<file path="config.mk">
export PLATFORM = sky130hd
export DESIGN_NAME = ext_signo_unit
export DESIGN_NICKNAME = d
export VERILOG_FILES = /design/src/rtl/mips_pkg.sv /design/src/rtl/sign_ext_comb.sv /design/src/rtl/ext_signo_unit.sv
export SDC_FILE = /design/constraint.sdc
export NUM_CORES = 1
export LEC_CHECK = 0
export ABC_AREA = 1
export BUFFER_PORTS_ARGS = -buffer_cell sky130_fd_sc_hd__buf_2
export CORE_AREA = 2 2 73 75
export DETAILED_ROUTE_END_ITERATION = 12
export DIE_AREA = 0 0 75 77
export PLACE_DENSITY = 0.79
export SETUP_SLACK_MARGIN = 0.4
export SLEW_MARGIN = 40
export SYNTH_ARGS = -nofsm -noshare
export SYNTH_HDL_FRONTEND = slang
export SYNTH_SLANG_ARGS = --single-unit
export TNS_END_PERCENT = 100
</file>
<file path="constraint.sdc">
create_clock -name i_clock -period 1.3 [get_ports i_clock]
set_clock_uncertainty 0.2 [all_clocks]
set_input_delay 0.065 -clock i_clock [delete_from_list [all_inputs] [get_ports i_clock]]
set_output_delay 0.065 -clock i_clock [all_outputs]
set_load 0.03 [all_outputs]
</file>
<file path="src/rtl/mips_pkg.sv">
// Shared MIPS datapath widths used by the ID-stage immediate logic.
package mips_pkg;
   localparam int NB_IMM  = 16;
   localparam int NB_WORD = 32;
endpackage

</file>
<file path="src/rtl/sign_ext_comb.sv">
// Parameterised combinational sign extender: replicates the input MSB into the upper bits.
module sign_ext_comb #(
   parameter int NB_IN  = 16,
   parameter int NB_OUT = 32
) (
   input  logic [NB_IN-1:0]  value,
   output logic [NB_OUT-1:0] extended
);

   // Equal widths would need a zero-width replicate, so pass straight through instead.
   generate
      if (NB_OUT == NB_IN) begin : g_pass
         assign extended = value;
      end else begin : g_extend
         assign extended = {{(NB_OUT-NB_IN){value[NB_IN-1]}}, value};
      end
   endgenerate

endmodule

</file>
<file path="src/rtl/ext_signo_unit.sv">
// ID-stage immediate extender: sign/zero/LUI/branch variants plus a registered sign-extended copy.
module ext_signo_unit
   import mips_pkg::*;
#(
   parameter int NB_UNEXTEND = NB_IMM,
   parameter int NB_EXTEND   = NB_WORD
) (
   input  logic                   i_clock,
   input  logic                   i_reset,
   input  logic [NB_UNEXTEND-1:0] i_unextended,
   input  logic                   i_enable,
   output logic [NB_EXTEND-1:0]   o_extended,
   output logic [NB_EXTEND-1:0]   o_zero_extended,
   output logic [NB_EXTEND-1:0]   o_upper,
   output logic [NB_EXTEND-1:0]   o_branch_offset,
   output logic [NB_EXTEND-1:0]   o_extended_q,
   output logic                   o_valid_q
);

   generate
      if (NB_UNEXTEND < 1) begin : g_bad_in
         $error("ext_signo_unit: NB_UNEXTEND must be >= 1");
      end
      if (NB_EXTEND < NB_UNEXTEND) begin : g_bad_width
         $error("ext_signo_unit: NB_EXTEND must be >= NB_UNEXTEND");
      end
   endgenerate

   sign_ext_comb #(
      .NB_IN  (NB_UNEXTEND),
      .NB_OUT (NB_EXTEND)
   ) u_sign_ext (
      .value    (i_unextended),
      .extended (o_extended)
   );

   generate
      if (NB_EXTEND == NB_UNEXTEND) begin : g_same_width
         assign o_zero_extended = i_unextended;
         assign o_upper         = i_unextended;
      end else begin : g_wider
         assign o_zero_extended = {{(NB_EXTEND-NB_UNEXTEND){1'b0}}, i_unextended};
         assign o_upper         = {i_unextended, {(NB_EXTEND-NB_UNEXTEND){1'b0}}};
      end
   endgenerate

   // Word-aligned branch offset; the two MSBs shifted out are intentionally lost.
   assign o_branch_offset = o_extended << 2;

   always_ff @(posedge i_clock) begin
      if (!i_reset) begin
         o_extended_q <= '0;
         o_valid_q    <= 1'b0;
      end else if (i_enable) begin
         o_extended_q <= o_extended;
         o_valid_q    <= 1'b1;
      end else begin
         o_valid_q    <= 1'b0;
      end
   end

endmodule

</file>
# --- After elaboration in Yosys (flattened, before gate mapping) ---
# Cells that the tools add are included.
classes:
  n_div: 0
  multipliers: 0
  n_bitwise: 0
  order_cmp: 0
  muxes: 1
  n_eq_ne: 0
  reduce_logical: 0
  shift: 0
  add_sub_neg: 0
op_table:
  columns: ["cell", "count"]
  rows:
  - ["2-to-1 mux 1 bit", 1]
totals:
  rom_bits: 0
  n_memories: 0
  latchBits: 0
  word_cells: 3
  reg_bits: 17
  mem_bits_rw: 0
  out_inout_bits: 161

# --- Longest topological paths before layout ---
logic_depth:
  depth_word: 1
  mapped_depth: 5
  mapped_depth_nobuf: 4

# --- Hierarchy ---
# From an unflattened synthesis, not the netlist that was laid out.
unflattened:
  hier_cells: 335
  hier_area_um2: 2326.0
by_module_without_submodules:
  columns: ["mod", "instances", "area_per_inst_um2", "seq_area_each_um2", "cells_per_inst"]
  rows:
  - ["ext_signo_unit", 1, 2085.8, 660.6, 303]
  - ["sign_ext_comb", 1, 240.2, 0.0, 32]

# --- Least setup slack after synthesis ---
# Ideal clock, no wire load.
synth_path:
  path_type: "reg2out"
  from: "register o_extended_q[15] (netlist name)"
  to: "output o_extended_q[16]"
  path_buffers: 1
  arrival_time_ns: 1.013
  stages_incl_launch_ff: 2
  path_slack_ns: 0.022
  cell_sequence: "dfxtp_1 -> buf_4"
synth_lines:
  columns: ["item", "line_no", "source"]
  rows:
  - ["end: declaration", "ext_signo_unit.sv:16", "output logic [NB_EXTEND-1:0] o_extended_q,"]
# No word-level cell between the ends.

# --- Final worst setup path ---
layout_path:
  from: "register o_extended_q[15] (netlist name)"
  to: "output o_extended_q[24]"
# No word-level cell between the ends.

==> results.rst <==
.. list-table::
   :header-rows: 1

   * - Metric
     - Value
   * - Nets
     - 305
   * - Slowest CP cell
     - sky130_fd_sc_hd__dfxtp_4
   * - Buffer cell driving the clock tree root
     - sky130_fd_sc_hd__clkbuf_8
   * - Setup-violating endpoint count in the final report
     - 0
   * - Boundary pin count
     - 180
   * - Total of max-cap violations
     - 0
   * - Relative area change from synthesis to final layout
     - 7.27%
   * - Total standard cell area after synthesis
     - 0.00181 mm^2
   * - Number of iterations in the first detailed-routing pass
     - 4
   * - Commonest cells in the synthesized netlist
     - 145 x sky130_fd_sc_hd__buf_4, 33 x sky130_fd_sc_hd__nand2_1, 32 x sky130_fd_sc_hd__nor2_1, 17 x sky130_fd_sc_hd__dfxtp_1, 17 x sky130_fd_sc_hd__inv_1
   * - Congestion Overflow GR
     - 0
   * - Proportion of synthesized chip area in sequential cells
     - 18.8%
   * - Antenna diodes
     - 0
   * - Detail-routed via count per cell
     - 3.40
   * - Horizontal die dimension
     - 75 um
   * - CTS tree
     - built
   * - Number of enable flip-flop cells after synthesis
     - 0
   * - Clock net sink count
     - 17
   * - Prevailing post-synth register cell
     - sky130_fd_sc_hd__dfxtp_1
   * - Detailed-route wire length
     - 3100 um
   * - Clock latency reported for the late side of the worst-skew pair
     - 0.24 ns
   * - Standard cell core area
     - 0.00498 mm^2
   * - Total number of vias
     - 1207
   * - Result of the run
     - complete, but fails checks
   * - Overall track demand over capacity in global routing
     - 9.13%
   * - Htree depth
     - 1
   * - Final Critical Period
     - 1.16 ns
   * - Critical path data required time
     - 1.03 ns
   * - First-pass GRT wire length
     - 4130 um
   * - Worst-case setup margin in the final layout
     - 0.142 ns
   * - Total of buffers placed on input and output ports
     - 145
   * - Clk pin slew, worst setup/hold paths
     - 0.06 ns
   * - Routability Congestion
     - 0.643
   * - Biggest area contributors in the synthesized netlist
     - sky130_fd_sc_hd__buf_4 60%, sky130_fd_sc_hd__dfxtp_1 19%, sky130_fd_sc_hd__nand2_1 6.9%
   * - Kind of end point of the critical path
     - primary output
   * - Cell-by-cell listing of the critical path
     - buf_8 > buf_6
   * - Number of global-route vias before repair
     - 870
   * - Worst Setup Start Kind
     - flip-flop
   * - Total number of yosys warnings
     - 0
   * - Iter 0 DRT Violations
     - 40
   * - Max VDD drop
     - 439 uV
   * - Num CTS Buffers
     - 3
   * - Die span in y
     - 77 um
   * - Total power per unit cell area
     - 1060 mW/mm^2
   * - Total leakage power
     - 1.20 nW
   * - Initial antenna violation count
     - 0
   * - Data arrival, critical path
     - 0.89 ns
   * - Share of post-route cells with drive strength above 1
     - 59.3%
   * - Final Slew Violations
     - 0
   * - Number of synthesized register bits
     - 17
   * - Maximum clock rate
     - 864 MHz
   * - Sum of net half-perimeters after detailed placement
     - 2390 um
   * - Initial core utilization
     - 36.3%
   * - Placement-stage worst setup slack
     - 0.337 ns
   * - Top cell type's share of synthesized area
     - 60.2%
   * - Final hold slack
     - -0.0683 ns
   * - Fraction of synthesis flops using an asynchronous set or reset pin
     - 0%
   * - Mean instance size in the synthesized netlist
     - 7.23 um^2
   * - Unrepaired setup endpoints after global routing
     - yes
   * - Cell with the most instances after synthesis
     - sky130_fd_sc_hd__buf_4
   * - Placed cell area
     - 0.00161 mm^2
   * - Ratio of final minimum period to clock period
     - 89.1%
   * - Number of buffers on the longest clock path
     - 2
   * - Wire per inst
     - 8.72 um
   * - Distinct cells, synth
     - 9
   * - Hold violation total from the final report
     - 16
   * - Number of antenna-violating nets in the routed design
     - 0
   * - Total chip power
     - 2.04 mW
   * - Drc violations
     - 0
   * - Area enclosed by the die boundary
     - 0.00578 mm^2
   * - Hold/Removal Path Class
     - in -> reg
   * - Slowest Stage Delay on Critical Path
     - 0.37 ns
   * - Area leader, netlist
     - sky130_fd_sc_hd__buf_4
   * - Instance count of the mapped netlist
     - 250
   * - Final non-filler cell area
     - 0.00194 mm^2
   * - Core Rows
     - 26
   * - Maximum net fanout on the critical path
     - 9
   * - Pin count of the biggest net entering global routing
     - 36
   * - Critical path start-end classification
     - reg -> out
   * - Sum Neg Setup Slack
     - 0 ns
   * - Violated checks
     - hold timing
-- path summary, 6_finish.rpt --
| path | startpoint | to | slack, ns | depth (start not counted) |
|---|---|---|---|---|
| hold / removal | i_unextended[5] | o_extended_q[5] | -0.07 | 5 |
| hold reg to reg | o_extended_q[10] | o_extended_q[10] | 0.27 | 2 |
| setup / recovery | o_extended_q[15] | o_extended_q[24] | 0.14 | 2 |
| setup reg to reg | o_extended_q[15] | o_extended_q[15] | 0.37 | 3 |
-- cells by family after synthesis --
| logic type | Yosys count | share of synthesized area (%) |
|---|---|---|
| buffers and inverters | 167 | 67.5 |
| and+or+nand+nor | 65 | 13.5 |
| DFF | 17 | 18.8 |
| other | 1 | 0.208 |
-- cell usage in the layout (no fill, tap or decap) --
| master | instances |
|---|---|
| sky130_fd_sc_hd__inv_1 | 17 |
| sky130_fd_sc_hd__nor2_1 | 32 |
| sky130_fd_sc_hd__buf_4 | 1 |
| sky130_fd_sc_hd__dfxtp_2 | 16 |
| sky130_fd_sc_hd__nand2_1 | 33 |
| sky130_fd_sc_hd__dfxtp_4 | 1 |
| sky130_fd_sc_hd__clkinv_2 | 1 |
| sky130_fd_sc_hd__buf_6 | 29 |
| sky130_fd_sc_hd__buf_12 | 2 |
| sky130_fd_sc_hd__buf_2 | 111 |
| sky130_fd_sc_hd__buf_8 | 5 |
| sky130_fd_sc_hd__clkbuf_8 | 3 |
| sky130_fd_sc_hd__conb_1 | 34 |
-- area by class of cell --
cell class                      count  area, um^2
Clock inverter                      1        5.00
Sequential cell                    17         364
Multi-Input combinational cell     99         372
Tap cell                           70        87.6
Fill cell                         535        3040
Timing Repair Buffer              148        1000
Inverter                           17        63.8
Clock buffer                        3        41.3
-- per-stage QoR --
step	utilization [%]	std cells
after floorplan	-	283
after global placement	32.4	349
after detailed placement	32.4	349
after CTS	36.7	353
after global routing	38.9	355
final	38.9	355
-- registers in the layout, indices dropped and copies added (netlist names) --
name          flops
o_valid_q         1
o_extended_q     16
-- where the power goes --
part           internal (mW)  switching (mW)
Combinational          0.302           0.769
Sequential             0.564          0.0261
Clock                  0.212           0.172
-- worst max-delay path, delay by kind of cell, from the launching register on --
kind | cells | cell delay, ns
buf+inv | 2 | 0.28
flops | 1 | 0.37
-- routing by layer --
layer / GRT usage [%] / part of all wire (%) / vias to the layer above
li1: - / - / 620
met1: 10.5 / 38 / 507
met2: 16.2 / 53 / 78
met3: 1.31 / 8.5 / 2
met4: 3.75 / 0.68 / 0
met5: 0 / 0 / -
-- timing repair --
| item | CTS | global route |
|---|---|---|
| endpoints found under the setup margin | 67 | 34 |
| setup buffers | 0 | 2 |
| resized for setup | 65 | 24 |
| endpoints found under the hold margin | 16 | 13 |
(Power assumes the default switching activity.)
